$ cat src/rtl/m_store_buf_pkg.sv
// Shared constants and types for the M-stage store buffer: store-type
// encodings, FIFO depth and the aligned entry layout.
package m_store_buf_pkg;

  localparam logic [1:0] ST_SW  = 2'b00;
  localparam logic [1:0] ST_SH  = 2'b01;
  localparam logic [1:0] ST_SB  = 2'b10;
  localparam logic [1:0] ST_ILL = 2'b11;

  localparam int unsigned BUF_DEPTH = 2;

  // One buffered store, already lane-aligned: word address, byte enables, data.
  typedef struct packed {
    logic [29:0] waddr;
    logic [3:0]  be;
    logic [31:0] data;
  } entry_t;

endpackage

$ cat src/rtl/m_st_align.sv
// Combinational store lane alignment: turns a right-justified register value
// and byte address into a word address, byte enables and replicated data.
module m_st_align
  import m_store_buf_pkg::*;
(
  input  logic [1:0]  st_type,
  input  logic [31:0] st_addr,
  input  logic [31:0] st_data,
  output entry_t      entry,
  output logic        misalign
);

  always_comb begin
    entry.waddr = st_addr[31:2];
    entry.be    = 4'b0000;
    entry.data  = st_data;
    misalign    = 1'b0;
    case (st_type)
      ST_SW: begin
        entry.be = 4'b1111;
        misalign = (st_addr[1:0] != 2'b00);
      end
      ST_SH: begin
        entry.be   = st_addr[1] ? 4'b1100 : 4'b0011;
        entry.data = {2{st_data[15:0]}};
        misalign   = st_addr[0];
      end
      ST_SB: begin
        entry.be   = 4'b0001 << st_addr[1:0];
        entry.data = {4{st_data[7:0]}};
      end
      default: misalign = 1'b1;
    endcase
  end

endmodule

$ cat src/rtl/m_store_buf.sv
// Two-entry store buffer between the M stage and data memory. Stores are
// aligned on entry and drained in order through a req/ack port.
//
// Handshakes: a store transfers on a rising edge where st_valid && st_ready and
// the store is legal; st_ready depends only on registered state. The memory
// side presents the head while mem_req is high and holds it until an edge with
// mem_req && mem_ack, which pops it; mem_ack without mem_req is ignored.
module m_store_buf
  import m_store_buf_pkg::*;
(
  input  logic        clk,
  input  logic        reset,
  input  logic        st_valid,
  input  logic [1:0]  st_type,
  input  logic [31:0] st_addr,
  input  logic [31:0] st_data,
  output logic        st_ready,
  output logic        st_err,
  output logic        mem_req,
  output logic [31:0] mem_addr,
  output logic [3:0]  mem_be,
  output logic [31:0] mem_wdata,
  input  logic        mem_ack,
  output logic        buf_empty
);

  entry_t     entries [BUF_DEPTH];
  entry_t     new_entry;
  entry_t     head;
  logic       misalign;
  logic       wptr, rptr;
  logic [1:0] count;
  logic       push, pop;

  m_st_align u_align (
    .st_type  (st_type),
    .st_addr  (st_addr),
    .st_data  (st_data),
    .entry    (new_entry),
    .misalign (misalign)
  );

  // A full buffer refuses stores even while popping: no push-through.
  assign st_ready  = (count != 2'd2);
  assign mem_req   = (count != 2'd0);
  assign buf_empty = (count == 2'd0);
  assign push      = st_valid && st_ready && !misalign;
  assign pop       = mem_req && mem_ack;

  assign head      = entries[rptr];
  assign mem_addr  = {head.waddr, 2'b00};
  assign mem_be    = head.be;
  assign mem_wdata = head.data;

  always_ff @(posedge clk or posedge reset) begin
    if (reset) begin
      count  <= 2'd0;
      wptr   <= 1'b0;
      rptr   <= 1'b0;
      st_err <= 1'b0;
    end else begin
      // Errors only fire on a store that would otherwise have been taken.
      st_err <= st_valid && st_ready && misalign;
      if (push) wptr <= ~wptr;
      if (pop)  rptr <= ~rptr;
      case ({push, pop})
        2'b10:   count <= count + 2'd1;
        2'b01:   count <= count - 2'd1;
        default: count <= count;
      endcase
    end
  end

  // Entry storage is qualified by count, so it needs no reset.
  always_ff @(posedge clk) begin
    if (push) entries[wptr] <= new_entry;
  end

endmodule
$ cat config.mk
export PLATFORM = sky130hd
export DESIGN_NAME = m_store_buf
export DESIGN_NICKNAME = d
export VERILOG_FILES = /design/src/rtl/m_store_buf_pkg.sv /design/src/rtl/m_st_align.sv /design/src/rtl/m_store_buf.sv
export SDC_FILE = /design/constraint.sdc
export NUM_CORES = 1
export LEC_CHECK = 0
export ABC_AREA = 1
export BUFFER_PORTS_ARGS = -buffer_cell sky130_fd_sc_hd__buf_4
export CELL_PAD_IN_SITES_DETAIL_PLACEMENT = 0
export CELL_PAD_IN_SITES_GLOBAL_PLACEMENT = 2
export CORE_UTILIZATION = 40
export CTS_CLUSTER_SIZE = 14
export DETAILED_ROUTE_END_ITERATION = 7
export GPL_ROUTABILITY_DRIVEN = 0
export PLACE_DENSITY_LB_ADDON = 0.1
export SYNTH_ARGS = -nofsm -noshare
export SYNTH_HDL_FRONTEND = slang
export SYNTH_SLANG_ARGS = --single-unit
$ cat constraint.sdc
create_clock -name clk -period 11.38 [get_ports clk]
set_clock_uncertainty 0.15 [all_clocks]
set_input_delay 0.569 -clock clk [delete_from_list [all_inputs] [get_ports clk]]
set_output_delay 0.569 -clock clk [all_outputs]
set_load 0.05 [all_outputs]
Yosys cells after proc, flatten, opt, wreduce, memory -nomap -nowiden
Memory sizes are Yosys's and may differ from the RTL's.
Cells that the tools add are included.

word-level totals
  logic and storage cells = 32
  bits of input ports = 70
  memories kept = 1
  RAM bits = 132
  register bits = 5

cells by class
  muxes and demuxes = 7
  equality and inequality tests = 5
  reduce and logical (&&, ||, !) cells = 10
  shift-type cells = 1
  bitwise gates (word level) = 2
  $add $sub $neg = 2

memory list
  name     words  bits a word  read ports  clocked after memory_dff  write ports  RTL line           RTL
  entries  2      66           1           0                         1            m_store_buf.sv:27  entry_t entries [BUF_DEPTH];

operators with widths
  kind                                                                number
  32-bit one-hot mux with 2 select lines                              1
  4-bit one-hot mux with 3 select lines                               1
  2-bit nonzero test                                                  3
  2-bit by 1-bit == test with 1-bit output, second input constant     2
  2-bit == test, second input constant                                2
  1-bit logical AND                                                   4
  2-bit zero test                                                     2
  4-bit 2-to-1 mux                                                    1
  2-bit one-hot mux with 2 select lines                               1
  1-bit by 2-bit << shifter with 4-bit output, first input constant   1
  1-bit one-hot mux with 3 select lines                               1
  2-bit by 1-bit adder with 2-bit output, second input constant       1
  1-bit 2-to-1 mux                                                    2
  2-bit inequality test, second input constant                        1
  1-bit NOT                                                           2
  2-bit by 1-bit subtractor with 2-bit output, second input constant  1
  1-bit zero test                                                     1

Longest topological paths before layout
  word-level depth = 6
  depth in mapped cells = 10
  depth with buffers taken out = 10

By module
Synthesis repeated with hierarchy kept, for this count alone.

second synthesis, totals
  cells, all modules = 539
  area total of the unflattened synthesis = 6078.3 um^2

by module, submodules not included
  module       instances  cells an instance  area each (um^2)
  m_store_buf  1          384                5215.0
  m_st_align   1          155                863.3

Worst setup path after synthesis
Ideal clock, no wire load.

  path type = input to register
  start = input st_type[0]
  end = memory entries[1][0] (netlist name), enable pin
  setup time = 490 ps
  path slack = 6903 ps
  data required time = 10740 ps
  cell stages on the path = 6
  arrival = 3836 ps
  path through = ha_1 inv_1 nand2_1 inv_1 nand3_1 nor2_1

between the ends
  cells in the longest elaborated chain, start to end = 6

RTL lines
  item                                         RTL line           RTL
  from (decl)                                  m_store_buf.sv:14  input logic [1:0] st_type,
  2-bit == test, or another cell as far along  m_st_align.sv:18   case (st_type)
  1-bit one-hot mux with 3 select lines *      m_st_align.sv:18
  1-bit zero test *                            m_store_buf.sv:47  assign push = st_valid && st_ready && !misalign;
  1-bit logical AND *                          m_store_buf.sv:47
  1-bit 2-to-1 mux *                           m_store_buf.sv:76  if (push) entries[wptr] <= new_entry;
  1-bit 2-to-1 mux (implied by the code) *     m_store_buf.sv:76
  to (decl)                                    m_store_buf.sv:27

Every way passes the cells marked *; elsewhere a longest branch is shown, timed or not.

Worst setup path in the final report
  start = register rptr
  end = output mem_wdata[13]

between the ends
  cells in the longest elaborated chain, start to end = 1

RTL lines
  item                    RTL line           RTL
  from (decl)             m_store_buf.sv:31  logic wptr, rptr;
  from (signal assigned)  m_store_buf.sv:65  if (pop) rptr <= ~rptr;
  memory read 2 x 66 bit  n/a
  to (decl)               m_store_buf.sv:22  output logic [31:0] mem_wdata,

Every way passes these cells.

==> impl_results.md <==
* Worst path cell trace: mux2_2 > buf_4
* Root buf cell: clkbuf_16
* Setup slack after layout at 8.42 ns
* Sequential area share after synthesis at 72.4%
* Top Ports at 142
* Top cells by area, synth: edfxtp_1 (70%), mux2_4 (8.0%), mux2_2 (7.2%), nand2_1 (4.5%), dfrtp_1 (2.2%)
* Worst path max stage delay at 1.12 ns
* Peak Freq at 338 MHz
* CTS tree: done
* Layout area overhead at 31.6%
* Minimum clock period at a little under 3 ns
* Total GRT Usage at 15.5%
* Initial core utilization at 40.9%
* Most frequent cells in the layout: buf_4 (142), edfxtp_1 (132), nand2_1 (67), mux2_2 (36), mux2_4 (30)
* Die ar. at 14600 µm²
* Synth top area share at between 70% and 80%
* Crit path arrival time at 2.24 ns
* Routed len/inst at 15.6 µm
* Synth warnings at 0
* Min Hold Slack at 0.197 ns
* Antenna Cells at 0
* Max VDD drop at 0.154 mV
* Yosys reg bits at 137
* Bufs and invs on worst path at 1
* Post-synth top area cell: edfxtp_1
* Critical Path End Type: output pin
* CTS buffer count at 17
* Count of input and output buffers at 139
* First-pass GRT wire length at 16300 µm
* Mapped Cells at between 300 and 400
* RSZ-0062 raised after global routing: no
* Pleak at slightly above 0.003 µW
* Post-synth cell types at 19
* CP Class: reg2out
* FF/Latch Area at 4090 µm²
* Sink Count at 137
* Final #Nets at 576
* Post-DRT Antenna Nets at 0
* Remaining DRCs at 0
* Synthesized cell area at 5650 µm²
* Post-cts sizing count at 0
* Row cnt at 43
* Vias in the first global route at 3230
* Max Root-Sink Buffers at 2
* Run status: finished, final reports clean
* Commonest non-fill, non-tap cell in the layout: buf_4
* Routed vias at ~3300
* Max-capacitance violation count at 0
* Final setup violating endpoints at 0
* Top delay family on crit path: flip-flops
* Final period util at 26.0%
* PD cells at roughly 270 nW/µm²
* Final hold vios at 0
* H-tree Lvls at 4
* Core area at 13800 µm²
* Area of the multi-input gates at 1400 µm²
* Fill cells at 1176
* Die Width at 121 µm
* Fin. max-slew vios at 0
* Initial antenna violation count at 0
* Detailed Routing Iterations Pass 1 at 4
* Skew-Pair Late Insertion Delay at 0.41 ns
* Critical path launch point type: register
* Vias per cell at between 4 and 5
* Worst Tran Pin Value at ~1.1 ns
* Largest net degree at the start of global routing at 68
* Normalized max-slew margin at 27.3%
* DP HPWL at about 7000 µm
* Worst-path clk slew at 0.05 ns
* WP data required at roughly 11 ns
* Die height at 121 µm
* Starting DRC count in detailed routing at 217
* Placement Setup Slack at 8.46 ns
* Overall power at approximately 2000 µW
* Syn_area_per_cell at about 16 µm²
* Share of layout cells above drive strength 1 at 46.3%
* Slowest stage cell, crit path: dfrtp_4
* Drt total wl at 10800 µm
* Worst min path class: in2reg
* Maximum fanout along the worst path at 67
* Total gr overflow at 0
* Setup TNS Final at 0 ns
==> state kept, by name, indices dropped and copies added (netlist names) <==
signal   cells
count        2
entries    132
rptr         1
st_err       1
wptr         1
==> cell families (layout without fill, tap and decap cells) <==
logic type	after synthesis	count (layout)	share of synthesized area, %
xor gates and xnor gates	3	3	0.465
muxes	66	66	15.1
DFF	137	137	72.4
AOI/OAI and AO/OA	24	24	2.32
other	1	2	0.0664
adders and majority gates	5	5	1.11
and+or+nand+nor	79	79	5.38
buffers and inverters	36	198	3.14
==> Yosys cell counts (all sizes together) <==
| master | n |
|---|---|
| or2 | 1 |
| o21ai | 18 |
| inv | 23 |
| nand2 | 67 |
| xnor2 | 3 |
| a21boi | 1 |
| nor2 | 7 |
| a31oi | 4 |
| conb | 1 |
| a21oi | 1 |
| dfrtp | 5 |
| edfxtp | 132 |
| mux2 | 66 |
| nand3 | 4 |
| ha | 5 |
| buf | 13 |
==> power breakdown <==
group | switching [µW] | leakage, µW | total [µW] | internal (µW)
clock network | 181 | 0.000276 | 510 | 329
logic | 471 | 0.00148 | 751 | 280
registers | 73.8 | 0.00127 | 715 | 641
==> worst register-to-register path: stages (launching register included) <==
cell and delay [ns]:
dfrtp_1 0.41, inv_1 0.09, a21boi_2 0.18, nand3_1 0.18
nor2_4 0.12, buf_4 0.69
==> repair_timing <==
item,4_1_cts,5_1_grt
hold buffers,1,0
endpoints found under the setup margin,0,0
setup buffers,0,0
endpoints found under the hold margin,5,0
==> worst paths after layout <==
path	cells after the start	slack (ns)	start	end
hold reg to reg	2	0.33	wptr$_DFFE_PP0P_	wptr$_DFFE_PP0P_
min in group asynchronous	3	0.48	reset	st_err$_DFF_PP0_
hold / removal	1	0.20	st_addr[27]	entries[1][61]$_DFFE_PP_
setup / recovery	2	8.42	rptr$_DFFE_PP0P_	mem_wdata[13]
setup reg to reg	5	9.12	count[0]$_DFFE_PP0P_	entries[1][43]$_DFFE_PP_
max in group asynchronous	3	10.41	reset	rptr$_DFFE_PP0P_
==> through the flow <==
step,std cells,instance area (µm²),utilization [%]
2_1_floorplan,352,5650,-
5_1_grt,694,7440,53.8
4_1_cts,694,7440,53.8
3_3_place_gp,661,6870,49.7
6_report,694,7440,53.8
3_5_place_dp,661,6870,49.7
==> metal layers <==
metal	wire (µm)	global-route usage, %	up-vias
met5	0	0	-
met4	195	7.18	0
li1	-	-	1569
met2	5330	24.5	105
met1	4630	19.2	1574
met3	640	5.22	12
==> area by class of cell <==
cell class / instances / area share [%]
clock buffer: 29 / 7.00
multi-input combinational: 179 / 18.8
tap: 180 / 3.03
clock inverter: 3 / 0.538
sequential: 137 / 55.0
inverter: 23 / 1.16
timing repair buffer: 143 / 14.5
Power figures use the tool's default switching activity.
